## config.mk

```make
export PLATFORM = sky130hd
export DESIGN_NAME = route_lookup_ctrl
export DESIGN_NICKNAME = d
export VERILOG_FILES = /design/src/rtl/route_pkg.sv /design/src/rtl/route_lookup_ctrl.sv
export SDC_FILE = /design/constraint.sdc
export NUM_CORES = 1
export LEC_CHECK = 0
export ABC_CLOCK_PERIOD_IN_PS = 2700
export CORE_MARGIN = 1.5
export CORE_UTILIZATION = 45
export DETAILED_ROUTE_END_ITERATION = 12
export DONT_BUFFER_PORTS = 1
export PLACE_DENSITY = 0.64
export REMOVE_ABC_BUFFERS = 1
export SYNTH_ARGS = -nofsm -noshare
export SYNTH_HDL_FRONTEND = slang
export SYNTH_SLANG_ARGS = --single-unit
```

## constraint.sdc

```tcl
create_clock -name clk -period 2.7 [get_ports clk]
set_input_delay 0.54 -clock clk [delete_from_list [all_inputs] [get_ports clk]]
set_output_delay 0.54 -clock clk [all_outputs]
set_load 0.02 [all_outputs]
```

## src/rtl/route_pkg.sv

```systemverilog
// Shared widths, TCAM bus field layout and controller states for the route lookup front-end.
package route_pkg;

    localparam int ADDR_W  = 32;
    localparam int ENTRY_W = 68;
    localparam int IDX_W   = 8;
    localparam int IF_W    = 4;

    localparam int PREFIX_LSB  = 0;
    localparam int NETMASK_LSB = 32;
    localparam int IF_IDX_LSB  = 64;

    localparam logic [IF_W-1:0] DEFAULT_IF = 4'hF;

    typedef enum logic [1:0] {
        IDLE   = 2'd0,
        WRITE  = 2'd1,
        LOOKUP = 2'd2,
        RESP   = 2'd3
    } state_t;

    // A search key occupies the prefix field with every other bit of the bus zeroed.
    function automatic logic [ENTRY_W-1:0] lookup_word(input logic [ADDR_W-1:0] addr);
        logic [ENTRY_W-1:0] word;
        word = '0;
        word[PREFIX_LSB +: ADDR_W] = addr;
        return word;
    endfunction

endpackage

```

## src/rtl/route_lookup_ctrl.sv

```systemverilog
// Serialises route lookups and table updates onto the single TCAM port and returns tagged results.
// Latency: update 1 accept + 1 write cycle; lookup 1 accept + LOOKUP_LAT + 1 response cycle.
// Backpressure: nothing is accepted outside IDLE; RESP holds fields and the TCAM bus until rsp_ready.
module route_lookup_ctrl
    import route_pkg::*;
#(
    parameter int TAG_W         = 8,
    parameter int LOOKUP_LAT    = 2,
    parameter int MAX_UPD_BURST = 4
) (
    input  logic               clk,
    input  logic               rst_n,
    input  logic               req_valid,
    output logic               req_ready,
    input  logic [ADDR_W-1:0]  req_addr,
    input  logic [TAG_W-1:0]   req_tag,
    input  logic               upd_valid,
    output logic               upd_ready,
    input  logic [IDX_W-1:0]   upd_index,
    input  logic [ENTRY_W-1:0] upd_data,
    output logic [ENTRY_W-1:0] tcam_addr_in,
    output logic               tcam_wr_en,
    output logic [IDX_W-1:0]   tcam_wr_index,
    input  logic [7:0]         tcam_prefix_size,
    input  logic [IF_W-1:0]    tcam_if_idx,
    input  logic               tcam_valid,
    output logic               rsp_valid,
    input  logic               rsp_ready,
    output logic [TAG_W-1:0]   rsp_tag,
    output logic               rsp_hit,
    output logic [IF_W-1:0]    rsp_if_idx,
    output logic [7:0]         rsp_prefix_size
);

    localparam int                 BURST_W   = $clog2(MAX_UPD_BURST + 1);
    localparam logic [BURST_W-1:0] BURST_MAX = BURST_W'(MAX_UPD_BURST);
    localparam logic [BURST_W-1:0] BURST_ONE = BURST_W'(1);
    localparam logic [3:0]         LAT_LAST  = 4'(LOOKUP_LAT);

    state_t             r_state;
    logic [3:0]         r_lat_cnt;
    logic [BURST_W-1:0] r_upd_burst;
    logic [TAG_W-1:0]   r_req_tag;

    logic w_idle;
    logic w_upd_wins;
    logic w_upd_acc;
    logic w_req_acc;

    // An update only yields to a waiting lookup once it has used up its burst allowance.
    assign w_idle     = (r_state == IDLE);
    assign w_upd_wins = upd_valid && (!req_valid || (r_upd_burst < BURST_MAX));
    assign upd_ready  = w_idle && w_upd_wins;
    assign req_ready  = w_idle && req_valid && !w_upd_wins;
    assign w_upd_acc  = upd_valid && upd_ready;
    assign w_req_acc  = req_valid && req_ready;

    always_ff @(posedge clk or negedge rst_n) begin
        if (!rst_n) begin
            r_state         <= IDLE;
            r_lat_cnt       <= '0;
            r_upd_burst     <= '0;
            r_req_tag       <= '0;
            tcam_addr_in    <= '0;
            tcam_wr_en      <= 1'b0;
            tcam_wr_index   <= '0;
            rsp_valid       <= 1'b0;
            rsp_tag         <= '0;
            rsp_hit         <= 1'b0;
            rsp_if_idx      <= DEFAULT_IF;
            rsp_prefix_size <= '0;
        end else begin
            tcam_wr_en <= 1'b0;
            case (r_state)
                IDLE: begin
                    if (w_upd_acc) begin
                        tcam_wr_en    <= 1'b1;
                        tcam_addr_in  <= upd_data;
                        tcam_wr_index <= upd_index;
                        r_upd_burst   <= req_valid ? (r_upd_burst + BURST_ONE) : '0;
                        r_state       <= WRITE;
                    end else if (w_req_acc) begin
                        tcam_addr_in <= lookup_word(req_addr);
                        r_req_tag    <= req_tag;
                        r_lat_cnt    <= 4'd1;
                        r_upd_burst  <= '0;
                        r_state      <= LOOKUP;
                    end else if (!req_valid) begin
                        r_upd_burst <= '0;
                    end
                end
                WRITE: begin
                    r_state <= IDLE;
                end
                LOOKUP: begin
                    if (r_lat_cnt == LAT_LAST) begin
                        rsp_valid       <= 1'b1;
                        rsp_tag         <= r_req_tag;
                        rsp_hit         <= tcam_valid;
                        rsp_if_idx      <= tcam_valid ? tcam_if_idx : DEFAULT_IF;
                        rsp_prefix_size <= tcam_valid ? tcam_prefix_size : 8'd0;
                        r_state         <= RESP;
                    end else begin
                        r_lat_cnt <= r_lat_cnt + 4'd1;
                    end
                end
                RESP: begin
                    if (rsp_ready) begin
                        rsp_valid <= 1'b0;
                        r_state   <= IDLE;
                    end
                end
                default: begin
                    r_state <= IDLE;
                end
            endcase
        end
    end

endmodule

```

; Word level (Yosys, flattened, before mapping)
; Index checks and enable logic that the tools add are counted.
[word_totals]
in_bits = 134
output_inout_bits = 101
reg_bits = 116
[classes]
n_bitwise = 1
add_sub_neg = 2
n_reduce_logical = 21
eq_ne = 11
muxes = 22
magnitude_cmp = 1
[ops]
columns = cell, count
row1 = two-way mux 68 bit, 2
row2 = two-way mux 4 bit, 4
row3 = two-way mux 3 bit, 4
row4 = AND reduction 3 bit, 3
row5 = two-way mux 2 bit, 4
row6 = two-way mux 8 bit, 1
row7 = inequality test 2 bit (second input constant), 4
row8 = one-hot mux 2 bit (4 select lines), 1
row9 = one-hot mux 4 bit (2 select lines), 1
row10 = AND reduction 2 bit, 4
row11 = logical AND 1 bit, 6
row12 = inequality test 3 x 1 -> 1 bit (second input constant), 2
row13 = nonzero test 2 bit, 3
row14 = adder 4 x 1 -> 4 bit (second input constant), 1
row15 = == test 2 bit (second input constant), 2
row16 = == test 4 x 2 -> 1 bit (second input constant), 1
row17 = two-way mux 1 bit, 4
row18 = AND reduction 4 bit, 1
row19 = adder 3 x 1 -> 3 bit (second input constant), 1
row20 = less-than comparator 3 bit (second input constant), 1
row21 = == test 2 x 1 -> 1 bit (second input constant), 1
row22 = zero test 1 bit, 2
row23 = zero test 2 bit, 1
row24 = inequality test 2 x 1 -> 1 bit (second input constant), 1
row25 = 3 further kinds, 3

; Longest topological paths before layout
[depth]
ltp_word = 9
ltp_mapped = 6
depth_no_buf = 5

; Worst setup path after synthesis
; OpenSTA, ideal clock, no wires.
[synth_path]
kind = input port to output port
start = input port req_valid
end = output port upd_ready
n_path_buf = 3
setup_slack_ps = 779
cell_stages = 5
arrival_ps = 1381
path_cell_list = buf_2 a21bo_2 buf_2 nor2_8 buf_4
[synth_between]
elab_chain_len = 4
[synth_rtl]
columns = item, line
row1 = "start, declared", route_lookup_ctrl.sv:13  ; input logic req_valid,
row2 = zero test 1 bit, n/a
row3 = logical OR 1 bit, route_lookup_ctrl.sv:52  ; assign w_upd_wins = upd_valid && (!req_valid || (r_upd_burst < BURST_MAX));
row4 = logical AND 1 bit, route_lookup_ctrl.sv:52
row5 = logical AND 1 bit, route_lookup_ctrl.sv:53  ; assign upd_ready = w_idle && w_upd_wins;
row6 = "end, declared", route_lookup_ctrl.sv:18  ; output logic upd_ready,
; No other way between the ends.

; Worst setup path after layout
[layout_path]
start = register r_state[0]
end = output port upd_ready
[layout_between]
elab_chain_len = 2
[layout_rtl]
columns = item, line
row1 = "start, declared", route_lookup_ctrl.sv:40  ; state_t r_state;
row2 = "start signal, assigned", route_lookup_ctrl.sv:60  ; r_state <= IDLE;
row3 = "start signal, assigned", route_lookup_ctrl.sv:81  ; r_state <= WRITE;
row4 = "start signal, assigned", route_lookup_ctrl.sv:87  ; r_state <= LOOKUP;
row5 = zero test 2 bit, route_lookup_ctrl.sv:51  ; assign w_idle = (r_state == IDLE);
row6 = logical AND 1 bit, route_lookup_ctrl.sv:53
; No other way between the ends.

==> results.cfg <==
[power_and_ir_drop]
power_density_nw_per_um2 = 1404
pwr-share-comb_pct = 21.2
p_sw_mw = 3.117
internal_power_mw = 4.624
pwr-share-clk_pct = 27.8
finalPower_mw = 7.741
pwr-share-seq_pct = 51.0
vdd_drop_max_uv = 565.5
leakagePower_nw = 2.445
switching_share_pct = 40.27

[worst_setup_path]
arrival_ps = 1910
critPathLaunchType = flip-flop
critPathMaxStageDelay_ps = 520
critPathKind = flip-flop to output port
crit_slowest_cell = nor2_8
cp_data_required_time_ps = 2160
crit_chain = or2_1 -> nor2_8
crit_fanout = 34
end_kind = output port

[clock_network]
numCtsBuffers = 17
cts_tree = built
cts_max_path_buffers = 2
clock_latency_ps = 510
clockRootBuffer = clkbuf_8
post_cts_buffers = 0
clkTransAtPathRegs_ps = 60
cts_sinks = 116
htree_levels = 4
ctsResizeCount = 0

[synth]
avgSynthCellArea_um2 = 11.39
syn-cell-area_um2 = 4876
synth_seq_area_share_pct = 59.64
syn_inst = 428
ys_seq_elements = 116
yosys_warnings = 0
synthDistinctLibCells = 35

[die]
initial_core_util_pct = 46.81
dieArea_um2 = 11470
core-area_um2 = 10420
dieHeight_um = 107.1
die_w_um = 107.1
num_rows = 37
num_io_pins = 235

[route]
drtIter0Drc = 360
drc = 0
avgRoutedWirePerCell_um = 21.10
drtAntennaViolNets = 0
vias_per_cell = 6.063
dr.pass1.iters = 5
via_count = 3438
wirelength_um = 11960

[placed_design]
dp_slack_ps = 712.2
port_buffers = 0
hpwl_um = 7993
dpl.cell_count = 536
gp_congestion = 0.7324

[sta]
tightest_slew_ps = 849.7
fin_ws_ps = 246.2
finalCritPeriodShare_pct = 90.88
final.setup_skew_ps = 9.430
slew_viol_final = 0
fmax_mhz = 407.5
hold_slack_ps = -274.4
rsz0062_at_grt = false
finalHoldViolCount = 116
setup_viol = 0
fin_crit_ps = 2454
maxSlewHeadroom_pct = 43.14

[cells_and_area]
drive_above_1_share_pct = 13.92
stdcell_count = 567
layout_common_cells = dfrtp_1, o21ai_0, a21oi_1, a22o_1
nets = 556
synthToLayoutAreaGrowth_pct = 13.11
final_common_cell = dfrtp_1
n_antenna_cell = 0

[hold_path]
hp-class = primary input to asynchronous set/reset pin

[global_route]
grt_usage_pct = 20.74
grt_pass1_wl_um = 18170
grt-ovfl-total = 0
antenna_found_initial = 0
grt_pass1_vias = 3471
grt_max_degree = 117

[status]
status = complete, but fails checks
violations = hold timing

[run]
cap_violations = 0
==> final timing paths <==
kind | startpoint | to | slack (ps) | cells after the start
max | r_state[0] | upd_ready | 250 | 2
min | rst_n | rsp_prefix_size[5] | -270 | 0
max reg2reg | r_state[0] | tcam_addr_in[38] | 790 | 4
min reg2reg | r_req_tag[0] | r_req_tag[0] | 490 | 1
max in group asynchronous | rst_n | tcam_wr_index[7] | 2720 | 0
min in group clk | req_tag[1] | r_req_tag[1] | 170 | 1
==> cell families (layout without fill, tap and decap cells) <==
logic type	Yosys count	count (layout)	share of synthesized area, %
fa+ha+maj	3	3	0.7699
compound gates	171	171	22.48
mux	25	25	5.774
buf+inv	40	43	4.054
flops	116	116	59.64
simple gates	73	73	7.288
==> synthesized netlist by cell type <==
| cell | count | share of area, % |
|---|---|---|
| a21bo_2 | 1 | 0.21 |
| a21boi_2 | 1 | 0.23 |
| a21o_1 | 1 | 0.15 |
| a21oi_1 | 36 | 3.7 |
| a22o_1 | 36 | 6.5 |
| a2bb2oi_1 | 1 | 0.18 |
| buf_2 | 11 | 1.1 |
| buf_4 | 1 | 0.15 |
| buf_6 | 4 | 0.92 |
| clkbuf_1 | 21 | 1.6 |
| dfrtp_1 | 112 | 57 |
| dfstp_2 | 4 | 2.2 |
| ha_1 | 3 | 0.77 |
| inv_1 | 3 | 0.23 |
| mux2_1 | 17 | 3.9 |
| mux2_2 | 8 | 1.8 |
| nand2_1 | 17 | 1.3 |
| nand2b_1 | 1 | 0.13 |
| nand3_1 | 4 | 0.41 |
| nand4_1 | 1 | 0.13 |
| nor2_1 | 34 | 2.6 |
| nor2_2 | 1 | 0.13 |
| nor2_8 | 1 | 0.41 |
| nor2b_1 | 6 | 0.77 |
| nor3_1 | 2 | 0.21 |
| nor3_4 | 1 | 0.33 |
| nor3b_2 | 1 | 0.26 |
| o21ai_0 | 60 | 6.2 |
| o21ai_1 | 1 | 0.10 |
| o31ai_1 | 33 | 5.1 |
| o32a_1 | 1 | 0.21 |
| or2_1 | 1 | 0.13 |
| or3_1 | 1 | 0.13 |
| or3b_2 | 1 | 0.18 |
| or4_1 | 1 | 0.15 |
==> per-stage QoR <==
stage / setup TNS, ps / util (%) / cell area, µm²
after floorplan: -32700 / - / 4690
after global placement: 0 / 47.44 / 4941
after detailed placement: 0 / 47.44 / 4941
after CTS: 0 / 52.95 / 5515
after global routing: 0 / 52.95 / 5515
final: 0 / 52.95 / 5515
==> sequential cells by signal (all words and copies together) (netlist names) <==
signal and count:
r_lat_cnt 4, r_req_tag 8, r_state 2, r_upd_burst 3
rsp_hit 1, rsp_if_idx 4, rsp_prefix_size 8, rsp_tag 8
rsp_valid 1, tcam_addr_in 68, tcam_wr_en 1, tcam_wr_index 8
==> worst max-delay path: cells and delay by family (launching register included) <==
family | cells | cell delay, ps
flip-flops | 1 | 460
AND/OR/NAND/NOR | 2 | 920
==> layer usage <==
metal  routed length (µm)  track usage, %
met2                 5733           32.35
met3                 1213           8.389
met5                    0               0
met1                 4776           25.46
met4                  238           8.667
==> power groups by stage <==
stage               sequential, mW  clock (mW)  combinational (mW)
floorplan                     3.77           0                1.27
global placement              3.96           0                1.57
detailed placement            3.97           0                1.66
CTS                           3.96        2.20                1.65
global route                  4.04        2.27                1.84
finish                        3.95        2.15                1.64
==> final cells by class <==
cell class,count,area [µm²]
inverter,3,11.26
multi-input combinational,272,1784
sequential,116,2908
tap,136,170.2
timing repair buffer,9,67.56
clock buffer,20,445.4
fill,915,4901
clock inverter,11,128.9
Power figures use the tool's default switching activity.
==> patch (config.mk and constraints unchanged) <==
Encoding of `state_t`: now one-hot (4 bits for 4 states).
--- a/src/rtl/route_pkg.sv
+++ b/src/rtl/route_pkg.sv
@@ -14,7 +14,7 @@
 
-    typedef enum logic [1:0] {
-        IDLE   = 2'd0,
-        WRITE  = 2'd1,
-        LOOKUP = 2'd2,
-        RESP   = 2'd3
+    typedef enum logic [3:0] {
+        IDLE   = 4'b0001,
+        WRITE  = 4'b0010,
+        LOOKUP = 4'b0100,
+        RESP   = 4'b1000
     } state_t;
Check against the original RTL: same outputs for any inputs over 4 cycles, from zero or initial values and one cycle with rst_n low; so few cycles prove little.
==> patch against the original RTL <==
  * The flow still finishes with violations (negative hold slack)
  * Routed wire length fell by 8.8%
  * Sequential cell count rose by 2
  * Clock power rose by 8%
  * Area after synthesis fell by 1.8%
  * Count of clock-buffer cells in the layout fell by 2
  * Maximum frequency fell by 1.4%
  * Global-route usage fell by 1.5 points
  * Worst setup slack got worse by 0.036 ns
  * Power rose by 0.14%
  * Die area fell by 1.8%
  * Hold slack improved by 0.0063 ns
  * Design area fell by 1.1%
  * Critical path type unchanged
  * Largest cell class unchanged
  * Highest routed layer unchanged
==> patch: results (changes against the original RTL) <==
run_status:
  status: "finished, violations left"
  violations: "negative hold slack"
critical_path:
  slowest_delay_ns: 0.58  # +0.06 ns
  r2r_slack_ns: 0.61  # -0.18 ns
  path_max_fanout: 8  # -76%
  r2r_cells: 3  # -1
  r2r-end: "tcam_wr_index[6]"
  worstReg2RegStart: "r_state[0]"
route:
  first_pass_iters: 4  # -1
  wl_per_cell_um: 19.5  # -7.5%
layout:
  drive_above_1_share_pct: 17.0  # +3.1 points
  final_cells: 559  # -1.4%
  fillCellCount: 875  # -4.4%
  nets: 547  # -1.6%
yosys:
  ys_types: 42  # +20%
  yosysSeqAreaShare_pct: 61.8  # +2.2 points
  syn_inst: 412  # -3.7%
  ys_top_cells_by_area: "dfrtp_1, a22o_1, o22ai_1"
  synth_common_cells: "dfrtp_1, nand2_1, nor2_1"
  synth.top_cell.area_share_pct: 59.1  # +1.6 points
grt:
  grt_max_degree: 119  # +1.7%
  grt_pass1_wl_mm: 16.9  # -7.1%
placed_design:
  hpwl_mm: 7.22  # -9.7%
  numPlacedInstances: 527  # -1.7%
timing:
  hold_violations: 118  # +1.7%
  hold_ws_ns: -0.268  # +0.00629 ns
## patch: cell types whose count changed after synthesis, moves of 4 or more
cell,unedited run,this run
clkbuf_1,21,17
buf_2,11,2
nand2_1,17,49
o31ai_1,33,1
mux2_1,17,1
mux2_2,8,16
nor2_1,34,38
o22ai_1,0,32
o21ai_0,60,14
## patch: final cells by class
cell class	instances	area, um^2	area share [%]
flip-flops and latches	118	2960	54.3
multi-input cells	258	1610	29.5
clock buffers	18	418	7.66
clock inverters	14	200	3.67
well taps	136	170	3.12
repair buffers	10	75.1	1.38
inverters	5	22.5	0.413
## patch: per-stage QoR
step / setup TNS, ns / util (%) / setup WS, ns / area, um^2 / power (mW)
final: 0 / 52.8 / 0.210 / 5450 / 7.75
after global routing: 0 / 52.8 / 0.132 / 5450 / 8.16
after CTS: 0 / 52.7 / 0.00540 / 5450 / 7.81
after detailed placement: 0 / 46.7 / 0.442 / 4820 / 5.44
after global placement: 0 / 46.7 / 0.475 / 4820 / 5.35
after floorplan: -4.21 / - / -0.181 / 4580 / 4.90
## patch: what timing repair did
item,4_1_cts,5_1_grt
endpoints found under the setup margin,1,2
resized for setup,1,2
cloned,0,0
setup buffers,0,0
endpoints found under the hold margin,118,118
## patch: metal layers
| layer | up-vias | share of wire, % | GRT usage [%] |
|---|---|---|---|
| met5 | - | 0 | 0 |
| met1 | 1580 | 42 | 24.2 |
| li1 | 1472 | - | - |
| met3 | 12 | 6.8 | 6.87 |
| met4 | 0 | 1.8 | 7.72 |
| met2 | 150 | 49 | 30.4 |
## patch: worst min path at each step
stage / cells past startpoint / startpoint / slack, ns / to
finish: 0 / rst_n / -0.27 / r_req_tag[2]
global route: 0 / rst_n / -0.31 / r_req_tag[2]
CTS: 0 / rst_n / -0.29 / r_req_tag[2]
detailed placement: 0 / rst_n / 0.25 / r_req_tag[2]
global placement: 0 / rst_n / 0.25 / rsp_tag[2]
floorplan: 0 / rst_n / 0.24 / r_lat_cnt[0]
## patch: logic make-up after synthesis
kind of cell	Yosys count	share of synthesized area, %
compound gates	130	18.0
flops	118	61.8
simple gates	107	10.4
buf+inv	36	4.78
mux	18	4.21
fa+ha+maj	3	0.784
## patch: power by group
group / leakage [nW] / internal (mW) / total [mW] / switching (mW)
Sequential: 1.41 / 2.53 / 3.89 / 1.36
Combinational: 0.776 / 0.680 / 1.52 / 0.843
Clock: 0.304 / 1.51 / 2.33 / 0.824
## patch: critical path: cells and delay by family, from the launching register on
kind             cells  cell delay [ns]
flip-flops           1             0.58
AND/OR/NAND/NOR      2             0.88
